===== src/rtl/fifo_wr_rr_arbiter.sv =====
// Round-robin arbiter sharing one prefetch FIFO write port among NUM_REQ
// producers; each grant is a bounded burst released on last, length or idle.
module fifo_wr_rr_arbiter #(
    parameter int unsigned NUM_REQ      = 4,
    parameter int unsigned DATA_WIDTH   = 32,
    parameter int unsigned BURST_LEN    = 16,
    parameter int unsigned IDLE_TIMEOUT = 8,
    parameter int unsigned ID_W         = 2
) (
    input  logic                          clk,
    input  logic                          rst_n,
    input  logic [NUM_REQ-1:0]            req_valid,
    input  logic [NUM_REQ-1:0]            req_last,
    input  logic [NUM_REQ*DATA_WIDTH-1:0] req_data,
    output logic [NUM_REQ-1:0]            req_ready,
    output logic                          fifo_wr_en,
    output logic [DATA_WIDTH-1:0]         fifo_wr_data,
    input  logic                          fifo_wr_vld,
    output logic [ID_W-1:0]               grant_id,
    output logic                          busy,
    output logic                          burst_done
);

    localparam int unsigned BEAT_W = $clog2(BURST_LEN + 1);
    localparam int unsigned IDLE_W = $clog2(IDLE_TIMEOUT + 1);

    typedef enum logic [1:0] {
        IDLE    = 2'd0,
        BURST   = 2'd1,
        RELEASE = 2'd2
    } state_t;

    state_t            state, state_nxt;
    logic [ID_W-1:0]   grant_nxt;
    logic [ID_W-1:0]   last_gnt, last_gnt_nxt;
    logic [BEAT_W-1:0] beat_cnt, beat_cnt_nxt, beat_inc;
    logic [IDLE_W-1:0] idle_cnt, idle_cnt_nxt, idle_inc;

    logic [DATA_WIDTH-1:0] req_data_arr [NUM_REQ];
    logic                  gnt_valid;
    logic                  gnt_last;
    logic [DATA_WIDTH-1:0] gnt_data;
    logic                  rel;

    logic            sel_found;
    logic [ID_W-1:0] sel_idx;
    logic [ID_W-1:0] cand_idx;
    int              cand;

    // Unpack the flat data bus into one word per requester.
    always_comb begin
        for (int i = 0; i < int'(NUM_REQ); i++) begin
            req_data_arr[i] = req_data[i*DATA_WIDTH +: DATA_WIDTH];
        end
    end

    // Signals of the currently granted requester.
    always_comb begin
        gnt_valid = req_valid[grant_id];
        gnt_last  = req_last[grant_id];
        gnt_data  = req_data_arr[grant_id];
    end

    // Round-robin pick: first valid requester after last_gnt, wrapping.
    always_comb begin
        sel_found = 1'b0;
        sel_idx   = '0;
        cand      = 0;
        cand_idx  = '0;
        for (int i = 1; i <= int'(NUM_REQ); i++) begin
            cand = int'(last_gnt) + i;
            if (cand >= int'(NUM_REQ)) begin
                cand = cand - int'(NUM_REQ);
            end
            cand_idx = ID_W'(cand);
            if (!sel_found && req_valid[cand_idx]) begin
                sel_found = 1'b1;
                sel_idx   = cand_idx;
            end
        end
    end

    // State, grant, pointer and counter registers.
    always_ff @(posedge clk or negedge rst_n) begin
        if (!rst_n) begin
            state    <= IDLE;
            grant_id <= '0;
            last_gnt <= ID_W'(NUM_REQ - 1);
            beat_cnt <= '0;
            idle_cnt <= '0;
        end else begin
            state    <= state_nxt;
            grant_id <= grant_nxt;
            last_gnt <= last_gnt_nxt;
            beat_cnt <= beat_cnt_nxt;
            idle_cnt <= idle_cnt_nxt;
        end
    end

    // Next-state, counters and the pass-through write port.
    always_comb begin
        state_nxt    = state;
        grant_nxt    = grant_id;
        last_gnt_nxt = last_gnt;
        beat_cnt_nxt = beat_cnt;
        idle_cnt_nxt = idle_cnt;
        beat_inc     = beat_cnt + BEAT_W'(1);
        idle_inc     = idle_cnt + IDLE_W'(1);
        rel          = 1'b0;
        req_ready    = '0;
        fifo_wr_en   = 1'b0;
        fifo_wr_data = '0;
        busy         = 1'b0;
        burst_done   = 1'b0;

        case (state)
            IDLE: begin
                if (sel_found) begin
                    grant_nxt = sel_idx;
                    state_nxt = BURST;
                end
            end

            BURST: begin
                busy                = 1'b1;
                req_ready[grant_id] = fifo_wr_vld;
                fifo_wr_en          = gnt_valid & fifo_wr_vld;
                fifo_wr_data        = gnt_data;
                if (gnt_valid) begin
                    idle_cnt_nxt = '0;
                end
                // A stalled FIFO freezes both counters.
                if (fifo_wr_en) begin
                    beat_cnt_nxt = beat_inc;
                    if (gnt_last || (beat_inc == BEAT_W'(BURST_LEN))) begin
                        rel = 1'b1;
                    end
                end else if (fifo_wr_vld && !gnt_valid) begin
                    idle_cnt_nxt = idle_inc;
                    if (idle_inc == IDLE_W'(IDLE_TIMEOUT)) begin
                        rel = 1'b1;
                    end
                end
                if (rel) begin
                    state_nxt    = RELEASE;
                    last_gnt_nxt = grant_id;
                    beat_cnt_nxt = '0;
                    idle_cnt_nxt = '0;
                end
            end

            RELEASE: begin
                burst_done = 1'b1;
                state_nxt  = IDLE;
            end

            default: begin
                state_nxt = IDLE;
            end
        endcase
    end

endmodule


===== config.mk =====
export PLATFORM = sky130hd
export DESIGN_NAME = fifo_wr_rr_arbiter
export DESIGN_NICKNAME = d
export VERILOG_FILES = /design/src/rtl/fifo_wr_rr_arbiter.sv
export SDC_FILE = /design/constraint.sdc
export NUM_CORES = 1
export LEC_CHECK = 0
export CAP_MARGIN = 10
export CORE_MARGIN = 2
export CORE_UTILIZATION = 25
export CTS_BUF_LIST = sky130_fd_sc_hd__clkbuf_2 sky130_fd_sc_hd__clkbuf_4 sky130_fd_sc_hd__clkbuf_8
export CTS_CLUSTER_SIZE = 16
export DETAILED_ROUTE_END_ITERATION = 10
export PLACE_DENSITY = 0.78
export SETUP_SLACK_MARGIN = 0.02
export SYNTH_ARGS = -nofsm -noshare
export SYNTH_HDL_FRONTEND = slang
export SYNTH_SLANG_ARGS = --single-unit

===== constraint.sdc =====
create_clock -name clk -period 3.16 [get_ports clk]
set_clock_uncertainty 0.2 [all_clocks]
set_input_delay 0.632 -clock clk [delete_from_list [all_inputs] [get_ports clk]]
set_output_delay 0.632 -clock clk [all_outputs]
set_load 0.03 [all_outputs]

==> results of run 1 <==
## critical path, delay by kind of cell
kind | cells | cell delay (ns)
buffers and inverters | 2 | 0.67
multiplexers | 1 | 0.57
AND/OR/NAND/NOR | 1 | 0.21
## power by group
group          leakage, nW  switching [mW]  internal [mW]
sequential           0.191           0.119          0.263
clock               0.0262          0.0669         0.0978
combinational         1.31            1.25           1.21
total                 1.52            1.43           1.57
## registers in the layout (all words and copies together), names as in the netlist
signal	cells
beat_cnt	5
idle_cnt	4
grant_id	2
last_gnt	2
state	2
## synthesized netlist by cell type, types with 4 or more instances
library cell,n
a21oi_1,5
and2_1,33
clkbuf_1,7
dfrtp_1,13
inv_1,6
mux4_2,34
nand2_1,11
nand3_1,4
nor2_1,5
o21ai_0,8
## per-stage QoR
stage               total power [mW]  setup slack [ns]  hold slack [ns]
finish                          3.00             0.245            0.379
detailed placement              2.86             0.219            0.375
floorplan                       1.97             0.290            0.136
global route                    3.19             0.215            0.444
global placement                2.83             0.298            0.357
CTS                             3.03             0.252            0.386
## path summary, 6_finish.rpt
kind,start,endpoint,slack [ns],cells past startpoint
worst max-delay path,req_valid[3],fifo_wr_en,0.25,4
worst min-delay path,idle_cnt[3]$_DFFE_PN0P_,idle_cnt[3]$_DFFE_PN0P_,0.38,2
worst max register to register,grant_id[0]$_DFFE_PN0P_,last_gnt[0]$_DFFE_PN1P_,0.73,5
worst min register to register,idle_cnt[3]$_DFFE_PN0P_,idle_cnt[3]$_DFFE_PN0P_,0.38,2
max in group asynchronous,rst_n,grant_id[0]$_DFFE_PN0P_,1.70,1
min in group asynchronous,rst_n,beat_cnt[4]$_DFFE_PN0P_,0.59,1
## routing by layer
layer / track usage [%] / up-vias / wire (um)
met5: 0 / - / 0
met4: 4.10 / 0 / 148
met3: 2.55 / 10 / 499
met2: 31.7 / 98 / 3870
met1: 21.7 / 1076 / 3180
li1: - / 1038 / -
## cell type report
cell class | count | area [um^2] | area share [%]
multi-input cells | 142 | 1480 | 38.6
flip-flops and latches | 15 | 379 | 9.91
repair buffers | 185 | 1770 | 46.3
inverters | 6 | 22.5 | 0.589
clock buffers | 4 | 48.8 | 1.28
well taps | 102 | 128 | 3.34
## logic make-up after synthesis
logic type | after synthesis
AND/OR/NAND/NOR | 71
multiplexers | 39
AO/OA/AOI/OAI | 29
buffers and inverters | 18
flip-flops | 15
adder cells (fa/ha/maj) | 3
## layout by cell type, fill, tap and decap left out, types with 4 or more instances in the layout
cell,instances
a21oi_1,5
and2_1,33
buf_4,41
clkdlybuf4s50_1,142
dfrtp_1,12
inv_1,6
mux4_2,34
nand2_1,11
nand3_1,4
nor2_1,5
o21ai_0,8
==> run metrics, run 1 <==
RSZ-0062 raised after global routing no; critical path's largest stage delay 0.57 ns; Synth top area share 39.6%; fmax 343 MHz; largest family of logic cells by synthesized area multiplexers; first-pass GRT wire length 11800 um; Die ar. 8450 um^2; top cells by area, synth mux4_2, dfrtp_1, and2_1, dfstp_2, nand2_1; Area growth, synth to finish 97.8%; Req. time, crit path ~2.3 ns; DP Wirelength 6560 um; gr usage total 17.4%; Setup Viol. Count Final 0; crit-path max FO 6; Inst Count DP 450; Syn Inst Count between 150 and 200; post-DR wirelength/cell 17.0 um; worst hold path class reg2reg; asr flop ratio synth between 90% and 100%; grt total ovfl 0; largest net degree at the start of global routing 26; vias in the first global route 2324; Via density 4.89; PD cells 785 nW/um^2; Post-Route WL 7700 um; core area 7610 um^2; peak supply drop around 0.48 mV; adder-cell area share of the yosys netlist under 10%; maxcap violations 0; Top Ports 180; sequential share of the synthesized area 19.5%; std cell rows 32; final setup TNS 0 ns; Yosys reg bits 15; critical path capture point type primary output; XOR/XNOR Fraction of Synth Area 0%; Clk Latency, worst-skew pair between 0.2 and 0.3 ns; post-synthesis cell area 1930 um^2; RePlAce Congestion 0.843; DIE WIDTH 91.9 um; Final Cell Area ~3800 um^2; Synth Warn # 0; Starting Density between 20% and 30%; vias 2222; Pre-Repair DR Iteration Count 4; Clock Tree Buf Depth 2; dpl cell area 3770 um^2; CTS Root Cell clkbuf_8; CP startpoint kind primary input; TritonCTS buffer count 3; simple-gate share of the synthesized area 21.2%; number of port buffers 179; Worst-path clk slew 0.06 ns; initial antenna violation count 0; syn avg cell area between 10 and 15 um^2; worst slew pin tran about 0.67 ns; critical path type in2out; Chip Height 91.9 um; minimum clock period between 2 and 3 ns; Max-slew headroom a little under three fifths; # Post-CTS Setup Buffers 0; CTS Sinks 15; Post-Syn Nets between 300 and 400; fill count 693; Slew Limit Fails 0; Post-synth EDFFs 0; Pleak roughly 1.5 nW; Fin. Hold Viols 0; Synth Area in Compound Gates ~11%; Distinct cells, synth 43; Top FF cell, synth dfrtp_1; number of H-tree levels 1; largest area contributor in the netlist mux4_2; Layout Nets 495; Antenna Nets Post-Route 0; crit path cell chain clkdlybuf4s50_1, mux4_2, and3_1, buf_4; Post-CTS Hold Fix Bufs 0; Non-Filler Instances 454; Max stage delay cell, worst path mux4_2; mux contribution to synthesized area 42.5%; initial drt markers 66; Antenna Diode Count 0; status completed; Final Cycle Share just over 90%; post-cts resize count 0; DRC Markers 0; CTS tree done; share of cells above drive strength 1 approximately a quarter; WP data arrival 2.08 ns; Final Util 50.3%
No activity file was read; power rests on OpenSTA's default activity.
==> inputs of run 2 (changes only) <==
--- a/config.mk
+++ b/config.mk
@@ -7,11 +7,11 @@
 export LEC_CHECK = 0
 export CAP_MARGIN = 10
 export CORE_MARGIN = 2
-export CORE_UTILIZATION = 25
+export CORE_UTILIZATION = 32
 export CTS_BUF_LIST = sky130_fd_sc_hd__clkbuf_2 sky130_fd_sc_hd__clkbuf_4 sky130_fd_sc_hd__clkbuf_8
 export CTS_CLUSTER_SIZE = 16
 export DETAILED_ROUTE_END_ITERATION = 10
-export PLACE_DENSITY = 0.78
+export PLACE_DENSITY = 0.94
 export SETUP_SLACK_MARGIN = 0.02
 export SYNTH_ARGS = -nofsm -noshare
 export SYNTH_HDL_FRONTEND = slang
==> run 2 against run 1 <==
Effect of this change:
- register-to-register slack improved by 0.05 ns
- flip-flop and latch count stayed put
- combinational power increased by 4%
- critical path type unchanged
- routed wire length shrank 1.6%
==> run metrics, run 2 (synthesis results as in run 1) <==
Clock Tree Buf Depth 2 (unchanged); max reg flops 5 (unchanged); Largest Register beat_cnt; Reg2Reg Setup Slack 0.78 ns (+0.05 ns); Max stage delay cell, worst path clkdlybuf4s50_1; Antenna Diode Count 0 (unchanged); Reg-to-Reg Start grant_id[0]$_DFFE_PN0P_; DIE WIDTH 81.7 um (-11%); Antenna Nets Post-Route 0 (unchanged); RePlAce Congestion 0.741 (-12%); crit-path max FO 1 (-5); Flop pwr share 11.2% (-1.5 points); fmax 321 MHz (-6.3%); # Post-CTS Setup Buffers 0 (unchanged); worst setup path endpoint fifo_wr_data[2]; DRC Markers 0 (unchanged); largest net degree at the start of global routing 32 (+23%); share of cells above drive strength 1 18.6% (-7.5 points); Worst-path clk slew 0.06 ns (about the same); Req. time, crit path 2.33 ns (about the same); Total Power 3.08 mW (+2.5%); CP most frequent cell clkdlybuf4s50_1; critical path capture point type primary output; Post-CTS Hold Fix Bufs 0 (unchanged); worst r2r path cells 6 (+1); number of port buffers 179 (unchanged); CP Depth 4 (unchanged); Die ar. 6680 um^2 (-21%); met2 WL 4080 um (+5.3%); CP top delay family buffers and inverters; CP startpoint kind primary input; combinational share of power 83.5% (+1.7 points); CP bufs+invs 2 (unchanged); TritonCTS buffer count 3 (unchanged); vias in the first global route 2205 (-5.1%); Fin. Hold Viols 0 (unchanged); crit path cell chain clkdlybuf4s50_1, mux4_2, and2_1, clkdlybuf4s50_1; biggest regs beat_cnt x5, idle_cnt x4; grt total ovfl 0 (unchanged); WHS 0.379 ns (+0.0000900 ns); Final Cell Area 3960 um^2 (+3.5%); internal power component 1.66 mW (+5.8%); most frequent cells in the layout clkdlybuf4s50_1, mux4_2, and2_1; Chip Height 81.7 um (-11%); dpl cell area 3870 um^2 (+2.6%); Max-slew headroom 55.7% (+0.48 points); status completed; clock power share 5.3% (-0.2 points); Clk Latency, worst-skew pair 0.25 ns (about the same); Layout Nets 503 (+1.6%); Via density 5.18 (+5.9%); CP startpoint req_data[98]; Final Util 67.3% (+17 points); maxcap violations 0 (unchanged); Top Ports 180 (unchanged); switching share of power 46.1% (-1.6 points); core area 5890 um^2 (-23%); worst slew pin tran 0.663 ns (-0.00719 ns); Setup Viol. Count Final 0 (unchanged); first-pass GRT wire length 10700 um (-8.7%); Min-Delay Path Depth 2 (unchanged); Pleak 1.73 nW (+14%); reg-to-reg endpoint last_gnt[0]$_DFFE_PN1P_; fill count 431 (-38%); WP data arrival 2.28 ns (+0.20 ns); CTS Sinks 15 (unchanged); minimum clock period 3.11 ns (+0.197 ns); DR top layer met4; Post-Route WL 7570 um (-1.6%); peak supply drop 0.468 mV (-2.7%); Slew Limit Fails 0 (unchanged); initial drt markers 49 (-26%); Starting Density 32.8% (+7.4 points); CTS Root Cell clkbuf_8; met3 wire length 603 um (+21%); initial antenna violation count 0 (unchanged); most common cell after layout, fill and taps aside clkdlybuf4s50_1; PD cells 778 nW/um^2 (-0.96%); met1 WL 2750 um (-13%); Net Switching 1.42 mW (-0.99%); number of H-tree levels 1 (unchanged); Final Cycle Share 98.5% (+6.2 points); post-DR wirelength/cell 17.4 um (+2.7%); worst hold path class reg2reg; critical path's largest stage delay 0.58 ns (about the same); RSZ-0062 raised after global routing no; Area growth, synth to finish 105%; vias 2254 (+1.4%); critical path type in2out; Pre-Repair DR Iteration Count 4 (unchanged); DP Wirelength 6400 um (-2.5%); gr usage total 20.8% (+3.4 points); std cell rows 28 (-13%); CTS tree done
==> run 2: cell types whose count changed in the layout (fill, tap and decap cells not counted) <==
cell / delta
buf_12: -1
dlygate4sd2_1: +1
buf_4: -24
clkdlybuf4s50_1: +16
dlymetal6s2s_1: +16
==> run 2: how the worst min path moves through the flow <==
stage                             from                 endpoint  slack, ns
4_1_cts        idle_cnt[3]$_DFFE_PN0P_  idle_cnt[3]$_DFFE_PN0P_       0.39
5_1_grt        beat_cnt[1]$_DFFE_PN0P_  beat_cnt[1]$_DFFE_PN0P_       0.43
3_3_place_gp   idle_cnt[3]$_DFFE_PN0P_  idle_cnt[3]$_DFFE_PN0P_       0.35
3_5_place_dp   idle_cnt[3]$_DFFE_PN0P_  idle_cnt[3]$_DFFE_PN0P_       0.37
6_report       idle_cnt[3]$_DFFE_PN0P_  idle_cnt[3]$_DFFE_PN0P_       0.38
2_1_floorplan                    rst_n  beat_cnt[0]$_DFFE_PN0P_       0.14
==> run 2: layout make-up <==
cell class              count  area (um^2)  share of cell area [%]
repair buffers            193         1940                    49.0
flip-flops and latches     15          379                    9.58
inverters                   6         22.5                   0.569
clock buffers               4         48.8                    1.23
multi-input cells         142         1480                    37.3
well taps                  75         93.8                    2.37
==> run 2: power groups by stage <==
| stage | logic (mW) | clock network [mW] | registers, mW |
|---|---|---|---|
| 2_1_floorplan | 1.62 | 0 | 0.348 |
| 3_3_place_gp | 2.58 | 0 | 0.341 |
| 3_5_place_dp | 2.62 | 0 | 0.350 |
| 4_1_cts | 2.62 | 0.168 | 0.345 |
| 5_1_grt | 2.74 | 0.178 | 0.360 |
| 6_report | 2.57 | 0.163 | 0.345 |
==> run 2: timing repair <==
action / CTS / global route
gates resized for setup: 1 / 16
endpoints found under the setup margin: 1 / 16
pin swaps: 0 / 0
==> run 2: layer usage <==
layer	GRT usage [%]	vias to the layer above
li1	-	1056
met1	24.8	1086
met2	38.1	101
met3	3.85	11
met4	5.50	0
met5	0	-
==> run 2: worst register-to-register path: cells and delay by family (launching register included) <==
family          cells  cell delay [ns]
mux                 2             0.92
flops               1             0.45
buf+inv             1             0.17
simple gates        2             0.39
compound gates      1             0.18
==> run 2: per-stage QoR <==
step | setup TNS [ns] | std cells | setup slack, ns
floorplan | 0 | 175 | 0.290
global placement | -0.0248 | 431 | -0.0248
detailed placement | -0.0292 | 431 | -0.0292
CTS | 0 | 435 | 0.0361
global route | 0 | 435 | 0.0234
finish | 0 | 435 | 0.0482
